$ cat src/rtl/box_ctrl.sv
// Sequencer/arbiter for the INBOX -> OUTBOX -> UART-TX datapath.
// Serves manual step/send pulses and an auto-run mode with a programmable gap between grants.
module box_ctrl #(
  parameter int              GAP_W    = 24,
  parameter logic [GAP_W-1:0] AUTO_GAP = 24'd1200
) (
  input  logic       clk,
  input  logic       reset_n,
  input  logic       i_step,
  input  logic       i_send,
  input  logic       i_auto,
  input  logic       i_inbox_empty_n,
  input  logic       i_outbox_full,
  input  logic       i_outbox_empty_n,
  input  logic       i_tx_busy,
  output logic       o_move,
  output logic       o_send,
  output logic [1:0] o_state,
  output logic [7:0] o_moved_cnt,
  output logic [7:0] o_sent_cnt
);

  typedef enum logic [1:0] {
    IDLE   = 2'd0,
    MOVE   = 2'd1,
    SEND   = 2'd2,
    TXWAIT = 2'd3
  } state_t;

  localparam logic GRANT_MOVE = 1'b0;
  localparam logic GRANT_SEND = 1'b1;

  state_t           state;
  logic             step_pend;
  logic             send_pend;
  logic             last_grant;
  logic             wait_first;
  logic [GAP_W-1:0] gap_cnt;
  logic [7:0]       moved_cnt;
  logic [7:0]       sent_cnt;

  logic move_ok, send_ok, auto_fire;
  logic move_elig, send_elig;
  logic grant_move, grant_send;
  logic step_clr, send_clr;

  // Handshake: o_move/o_send are one-cycle strobes taken by the FIFOs/TX unconditionally;
  // eligibility (move_ok/send_ok) is the only back-pressure, checked before a grant.
  always_comb begin
    move_ok    = i_inbox_empty_n & ~i_outbox_full;
    send_ok    = i_outbox_empty_n & ~i_tx_busy;
    auto_fire  = i_auto & (gap_cnt == '0);
    move_elig  = (step_pend | auto_fire) & move_ok;
    send_elig  = (send_pend | auto_fire) & send_ok;
    grant_move = 1'b0;
    grant_send = 1'b0;
    if (state == IDLE) begin
      grant_move = move_elig & (~send_elig | (last_grant == GRANT_SEND));
      grant_send = send_elig & ~grant_move;
    end
    // Stale presses in IDLE are dropped rather than deferred.
    step_clr = (state == MOVE) | ((state == IDLE) & ~move_ok);
    send_clr = (state == SEND) | ((state == IDLE) & ~send_ok);
  end

  always_ff @(posedge clk) begin
    if (!reset_n) begin
      state      <= IDLE;
      step_pend  <= 1'b0;
      send_pend  <= 1'b0;
      last_grant <= GRANT_SEND;
      wait_first <= 1'b0;
      gap_cnt    <= '0;
      moved_cnt  <= 8'd0;
      sent_cnt   <= 8'd0;
    end else begin
      step_pend <= i_step | (step_pend & ~step_clr);
      send_pend <= i_send | (send_pend & ~send_clr);

      if (grant_move || grant_send)
        gap_cnt <= AUTO_GAP;
      else if (gap_cnt != '0)
        gap_cnt <= gap_cnt - {{(GAP_W-1){1'b0}}, 1'b1};

      case (state)
        IDLE: begin
          if (grant_move)      state <= MOVE;
          else if (grant_send) state <= SEND;
        end
        MOVE: begin
          moved_cnt  <= moved_cnt + 8'd1;
          last_grant <= GRANT_MOVE;
          state      <= IDLE;
        end
        SEND: begin
          sent_cnt   <= sent_cnt + 8'd1;
          last_grant <= GRANT_SEND;
          wait_first <= 1'b1;
          state      <= TXWAIT;
        end
        TXWAIT: begin
          // First cycle ignores busy: TX raises it one cycle after the write.
          if (wait_first)      wait_first <= 1'b0;
          else if (!i_tx_busy) state <= IDLE;
        end
        default: state <= IDLE;
      endcase
    end
  end

  assign o_move      = (state == MOVE);
  assign o_send      = (state == SEND);
  assign o_state     = state;
  assign o_moved_cnt = moved_cnt;
  assign o_sent_cnt  = sent_cnt;

endmodule

$ cat config.mk
export PLATFORM = sky130hd
export DESIGN_NAME = box_ctrl
export DESIGN_NICKNAME = d
export VERILOG_FILES = /design/src/rtl/box_ctrl.sv
export SDC_FILE = /design/constraint.sdc
export NUM_CORES = 1
export LEC_CHECK = 0
export CORE_MARGIN = 8
export CORE_UTILIZATION = 59
export DETAILED_ROUTE_END_ITERATION = 16
export GPL_ROUTABILITY_DRIVEN = 0
export PLACE_DENSITY = 0.95
export SLEW_MARGIN = 20
export SYNTH_ARGS = -nofsm -noshare
export SYNTH_HDL_FRONTEND = slang
export SYNTH_SLANG_ARGS = --single-unit
$ cat constraint.sdc
create_clock -name clk -period 4.45 [get_ports clk]
set_clock_uncertainty 0.05 [all_clocks]
set_input_delay 1.1125 -clock clk [delete_from_list [all_inputs] [get_ports clk]]
set_output_delay 1.1125 -clock clk [all_outputs]
set_load 0.02 [all_outputs]
==> summary.txt, run 1 <==
Finish
  – Final Core Density: 71.78%
  – Final-layout fill cell count: 286
  – Area growth, synth to finish: 17.04%
  – Fin nets: between 200 and 300
  – Share of final-layout standard cells stronger than drive strength 1: 7.273%
  – Diodes inserted: 0

Synthesis
  – Most common cell in the synthesized netlist: dfxtp_1
  – Synth Area per Inst: 9.013 sq um
  – Post-Synthesis Net Count: 268
  – Leading cell types by total area after synthesis: dfxtp_1, xor2_1, xnor2_1
  – Yosys top cell area share: 40.71%
  – Leading register cell type out of synthesis: dfxtp_1
  – Asr flop ratio synth: 0%
  – Leading area contributor after synthesis: dfxtp_1
  – Adder-cell share of the synthesized area: 4.425%
  – Top post-synthesis cells by count: dfxtp_1, nor2_1, xor2_1
  – Number of flops mapped to enable cells by yosys: 0
  – Area fraction in compound gates after synthesis: 15.60%
  – Area share of and/or/nand/nor cells after synthesis: between 20 and 25%
  – Synth unique cells: 49
  – Main combinational cell family by area after synthesis: simple AND/OR/NAND/NOR gates
  – Number of warnings issued by yosys: 0
  – Mux share of post-synthesis cell area: around 1.8%
  – Proportion of synthesized chip area in sequential cells: between 40 and 50%
  – Number of synthesized register bits: 46
  – Synthesized netlist cell count: 251
  – Mapped cell area: around 2300 sq um
  – Parity-gate share of the synthesized area counting xor and xnor cells: 9.679%

Die
  – Num rows: 22
  – Width of the chip: 77.92 um
  – Floorplan core area: 3689 sq um
  – Starting density of the core: 61.33%
  – I/O pin count: 29
  – Height of the chip: 77.92 um
  – Die ar.: 6072 sq um

CTS
  – Post-CTS setup buffers: 0
  – Clock transition at path regs: 0.09 ns
  – Root Buffer Master: clkbuf_8
  – Total number of clock tree sinks: between 40 and 50
  – # hold bufs at CTS: 0
  – Clock latency of the later-clocked register in the worst-skew pair: 0.30 ns
  – Number of levels in the clock H-tree: 2
  – Maximum buffer depth of the clock tree: 2
  – CTS buffer count: 5
  – CTS resizes: 0
  – TritonCTS clock tree: built

Power
  – Static Leak: 0.9867 nW
  – Power share of the combinational group: 51.6%
  – Switching power: 0.8458 mW
  – Share of total power in the clock network: 15.8%
  – Register share of total power: 32.5%
  – Total power of the final layout: 1.965 mW
  – Power density over cell area: between 700 and 800 nW/um^2
  – Net switching fraction of the power: 43.05%
  – Worst VDD drop: 0.0003868 V
  – Internal power contribution: 1.119 mW

Critical path
  – Crit. Startpoint: o_state[0]
  – Data arrival time of the worst path: between 1.5 and 2 ns
  – Kind of end point of the critical path: output pin
  – Required arrival time at the worst endpoint: 3.29 ns
  – R2R setup slack: 1.61 ns
  – Reg-to-reg startpoint: gap_cnt[0]
  – Worst Setup Path Type: reg2out
  – Depth of the worst register-to-register path: 8
  – Worst Path Max Fanout: 12
  – Startpoint kind of the worst setup timing path: register
  – R2R Path End: gap_cnt[1]

Outcome
  – Status: finished, final reports clean

Global route
  – Number of global-route vias before repair: 1907
  – Wire length of the first global-routing pass: 8369 um
  – GRT Util Overall: 16.71%
  – Grt total ovfl: 0
  – Maximum number of pins on one net before global-route repair: 21
  – Initial antenna violation count: 0

Timing
  – Post-layout min period: 3.059 ns
  – Endpoints failing hold: 0
  – Final critical-path share of the clock period: roughly 70%
  – Unrepaired setup endpoints after global routing: false
  – Slew at the pin closest to its max-slew limit: 0.7069 ns
  – Final-report setup violation count: 0
  – Fmax achieved: about 0.33 GHz
  – Headroom to the max-slew limit: 52.70%
  – Sum of negative setup slack: 0 ns
  – Final-report max-slew violation count: 0

Route
  – Routed via count: approximately 1900
  – DR pass1 iterations: 4
  – Initial drt markers: 112
  – DRC errors left: 0
  – Drt total wl: 4951 um
  – Routed length per placed instance: 15.33 um
  – Vias/cell: 5.827
  – Antenna Violating Nets Remaining: 0

Worst hold path
  – WHS Path Cells: 2
  – Hold/Removal Path Class: reg2reg
  – Start point of the worst min-delay path: gap_cnt[15]
  – Destination of the worst hold path: gap_cnt[15]

Placement
  – Port Buffers: 28
  – Half-perimeter wire length after placement: 3521 um

Job
  – Number of max-cap violations: 0
## layout make-up
class                      instances  area (sq um)  share of cell area [%]
tap                               48         60.06                   2.268
inverter                          11         41.29                   1.560
sequential                        46         920.9                   34.78
multi-input combinational        180          1220                   46.08
clock inverter                     2         37.54                   1.418
clock buffer                       6         72.57                   2.741
timing repair buffer              30         295.3                   11.15
## placed cells by master (no fill, tap or decap), types with 6 or more instances in the layout
cell	synthesis	final
nor2_1	26	26
or3_1	8	8
nand2_1	9	9
xor2_1	13	13
clkdlybuf4s50_1	0	28
a21oi_1	9	9
inv_1	11	11
o211ai_1	6	6
nand4_1	11	11
dfxtp_1	46	46
nor3_1	6	6
xnor2_1	12	12
o21ai_0	12	12
ha_1	8	8
and2_1	8	8
## per-layer routing
| layer | routed length, um | global-route usage (%) | vias to the layer above |
|---|---|---|---|
| li1 | - | - | 934 |
| met1 | 2131 | 17.82 | 907 |
| met2 | 2494 | 29.24 | 37 |
| met3 | 277 | 5.760 | 4 |
| met4 | 48 | 7.222 | 0 |
| met5 | 0 | 0 | - |
## cells by family (layout without fill, tap and decap cells)
logic type | count (synthesis) | after routing
simple gates | 92 | 92
compound gates | 51 | 51
flops | 46 | 46
xor+xnor | 25 | 25
buf+inv | 25 | 49
fa+ha+maj | 8 | 8
mux | 4 | 4
## metrics by stage
| stage | std cells | cell area, sq um | setup slack [ns] | hold WS (ns) |
|---|---|---|---|---|
| 2_1_floorplan | 251 | 2262 | 1.921 | 0.3822 |
| 5_1_grt | 323 | 2648 | 1.266 | 0.4344 |
| 3_5_place_dp | 315 | 2537 | 1.418 | 0.4095 |
| 3_3_place_gp | 315 | 2537 | 1.539 | 0.4076 |
| 4_1_cts | 323 | 2648 | 1.378 | 0.4264 |
| 6_report | 323 | 2648 | 1.391 | 0.4241 |
## power groups by stage
stage          clock network, mW  registers, mW  logic, mW
3_5_place_dp                   0          0.643       1.01
3_3_place_gp                   0          0.640      0.963
5_1_grt                    0.331          0.656       1.13
2_1_floorplan                  0          0.643      0.840
4_1_cts                    0.316          0.637       1.01
6_report                   0.311          0.639       1.01
## worst max path at each step
stage	slack (ns)	to	cells after the start
6_report	1.39	o_send	3
5_1_grt	1.27	o_send	3
4_1_cts	1.38	o_send	3
3_5_place_dp	1.42	gap_cnt[22]	7
3_3_place_gp	1.54	gap_cnt[1]	7
2_1_floorplan	1.92	o_state[0]	8
## flip-flops by register name, summed over array words and instances, names as in the netlist
| name | cells |
|---|---|
| gap_cnt | 24 |
| o_state | 2 |
| o_moved_cnt | 8 |
| last_grant | 1 |
| step_pend | 1 |
| wait_first | 1 |
| send_pend | 1 |
| o_sent_cnt | 8 |
## critical path: stages (launching register included)
cell	delay, ns
dfxtp_1	0.35
inv_1	0.11
ha_1	0.43
clkdlybuf4s50_1	0.70
(Power assumes the default switching activity.)
==> run 2: changes to the inputs <==
- CORE_UTILIZATION: 59 -> 55
- PLACE_DENSITY: 0.95 -> 0.9
- clock period: 4.45 -> 3.1 ns (I/O delays scaled with it)
==> run 2 against run 1 <==
Against the previous run:
- via count up 3.5%
- sequential share of layout area shrank 0.83 points
- worst hold slack worse by 0.0029 ns
- count of clock-buffer cells in the layout unchanged
- first-iteration DRC count rose by 30%
- highest routed layer unchanged
- largest power group unchanged
- clock power increased by 77%
- flip-flop and latch count is the same
- critical endpoint is now gap_cnt[4]
- die area is 5.8% higher
- critical path type is now reg2reg
==> summary.txt, run 2 (synthesized netlist as in run 1, its figures left out) <==
CTS
  – TritonCTS clock tree: built (unchanged)
  – # hold bufs at CTS: 0 (unchanged)
  – Maximum buffer depth of the clock tree: 2 (unchanged)
  – CTS buffer count: 5 (unchanged)
  – CTS resizes: 0 (unchanged)
  – Post-CTS setup buffers: 0 (unchanged)
  – Clock transition at path regs: 0.09 ns (about the same)
  – Total number of clock tree sinks: 46 (unchanged)
  – Number of levels in the clock H-tree: 2 (unchanged)
  – Clock latency of the later-clocked register in the worst-skew pair: 0.30 ns (about the same)
  – Root Buffer Master: clkbuf_8 (unchanged)

Route
  – Antenna Violating Nets Remaining: 0 (unchanged)
  – Drt total wl: 5322 um (was 4951 um)
  – Routed length per placed instance: 16.18 um (was 15.33 um)
  – Initial drt markers: 146 (was 112)
  – Routed via count: 1948 (was 1882)
  – DR pass1 iterations: 4 (unchanged)
  – Vias/cell: 5.921 (was 5.827)
  – DRC errors left: 0 (unchanged)

Power
  – Worst VDD drop: 0.0008575 V (was 0.0003868 V)
  – Static Leak: 1.026 nW (was 0.9867 nW)
  – Power density over cell area: 1120 nW/um^2 (was 742.1 nW/um^2)
  – Total power of the final layout: 3.039 mW (was 1.965 mW)

Timing
  – Endpoints failing hold: 0 (unchanged)
  – Slew at the pin closest to its max-slew limit: 0.5065 ns (was 0.7069 ns)
  – Final-report max-slew violation count: 0 (unchanged)
  – Sum of negative setup slack: 0 ns (unchanged)
  – Fmax achieved: 0.3625 GHz
  – Unrepaired setup endpoints after global routing: false (unchanged)
  – Headroom to the max-slew limit: 65.92% (was 52.70%)
  – Post-layout min period: ~2.8 ns
  – Final-report setup violation count: 0 (unchanged)
  – Final critical-path share of the clock period: 88.99%

Global route
  – Maximum number of pins on one net before global-route repair: 21 (unchanged)
  – Wire length of the first global-routing pass: 9059 um (was 8369 um)
  – Grt total ovfl: 0 (unchanged)
  – Met1 Resource Use GR: 19.63% (was 17.82%)
  – Most Used Layer, Global Route: met2 (unchanged)
  – Number of global-route vias before repair: 1954 (was 1907)
  – GRT Util Overall: 17.38% (was 16.71%)
  – Met3 demand-to-capacity share in global routing: 4.799% (was 5.760%)
  – Met2 Track Usage GR: 28.54% (was 29.24%)
  – Initial antenna violation count: 0 (unchanged)

Critical path
  – Worst Path Max Fanout: 11 (was 12)
  – Startpoint kind of the worst setup timing path: register (unchanged)
  – Kind of end point of the critical path: register (was output pin)
  – Worst Setup Path Type: reg2reg (was reg2out)
  – Data arrival time of the worst path: 2.89 ns (was 1.90 ns)
  – Required arrival time at the worst endpoint: 3.23 ns (was 3.29 ns)

Worst hold path
  – Hold/Removal Path Class: reg2reg (unchanged)

Die
  – Die ar.: 6421 sq um (was 6072 sq um)
  – Height of the chip: 80.13 um (was 77.92 um)
  – Floorplan core area: 3971 sq um (was 3689 sq um)
  – I/O pin count: 29 (unchanged)
  – Num rows: 23 (was 22)
  – Starting density of the core: 56.96% (was 61.33%)
  – Width of the chip: 80.13 um (was 77.92 um)

Finish
  – Diodes inserted: 0 (unchanged)
  – Most frequent standard cell in the layout excluding fill and tap cells: dfxtp_1 (unchanged)
  – Fin nets: 295 (was 291)
  – Post-route standard cell area excluding fillers: 2713 sq um (was 2648 sq um)
  – Area growth, synth to finish: 19.91% (was 17.04%)
  – Share of final-layout standard cells stronger than drive strength 1: 8.961% (was 7.273%)
  – Top reg by flops: gap_cnt (unchanged)
  – Non-filler instance count after layout: 329 (was 323)
  – Max reg flops: 24 (unchanged)
  – Final Core Density: 68.31% (was 71.78%)
  – Commonest cells after routing, fill and taps aside: dfxtp_1, clkdlybuf4s50_1, nor2_1 (unchanged)

Outcome
  – Status: finished, final reports clean (unchanged)

Placement
  – Half-perimeter wire length after placement: 3663 um (was 3521 um)
  – Port Buffers: 28 (unchanged)
  – Standard cell area after detailed placement: 2570 sq um (was 2537 sq um)
  – Placed Cells: 321 (was 315)

Job
  – Number of max-cap violations: 0 (unchanged)
==> run 2: cell types whose count changed in the layout (fill, tap and decap cells not counted) <==
cell and change:
clkbuf_1 -1, clkinvlp_4 -1, buf_4 +4, clkbuf_8 +1, bufinv_16 +1
==> run 2: per-stage QoR <==
stage / worst slack, ns / hold slack (ns)
2_1_floorplan: 0.5710 / 0.3822
3_3_place_gp: 0.4811 / 0.3975
3_5_place_dp: 0.4326 / 0.4105
4_1_cts: 0.3765 / 0.4238
5_1_grt: 0.2301 / 0.4779
6_report: 0.3414 / 0.4212
==> run 2: worst paths after layout <==
path	start	cells past startpoint	slack (ns)	to
worst min-delay path	gap_cnt[15]	2	0.42	gap_cnt[15]
worst max-delay path	gap_cnt[0]	8	0.34	gap_cnt[4]
worst max register to register	gap_cnt[0]	8	0.34	gap_cnt[4]
worst min register to register	gap_cnt[15]	2	0.42	gap_cnt[15]
==> run 2: final cells by class <==
| class | count | area [sq um] |
|---|---|---|
| flip-flops and latches | 46 | 920.9 |
| multi-input cells | 180 | 1220 |
| well taps | 50 | 62.56 |
| clock inverters | 2 | 60.06 |
| fillers | 299 | 1259 |
| clock buffers | 6 | 82.58 |
| repair buffers | 34 | 325.3 |
| inverters | 11 | 41.29 |
==> run 2: power by group <==
part           internal (mW)  switching [mW]
registers              0.765           0.152
logic                  0.647           0.925
clock network          0.344           0.207
==> run 2: layer usage <==
metal | up-vias | share of wire, %
li1 | 939 | -
met1 | 919 | 42
met2 | 69 | 49
met3 | 21 | 5.3
met4 | 0 | 3.8
met5 | - | 0
==> run 2: worst max-delay path, cell delays in order, from the launching register on <==
cell and delay (ns):
dfxtp_1 0.34, inv_1 0.08, ha_1 0.13, or4b_2 0.59, or3_1 0.51, buf_4 0.25, o21ai_0 0.25, a2bb2oi_1 0.29
a21boi_1 0.14
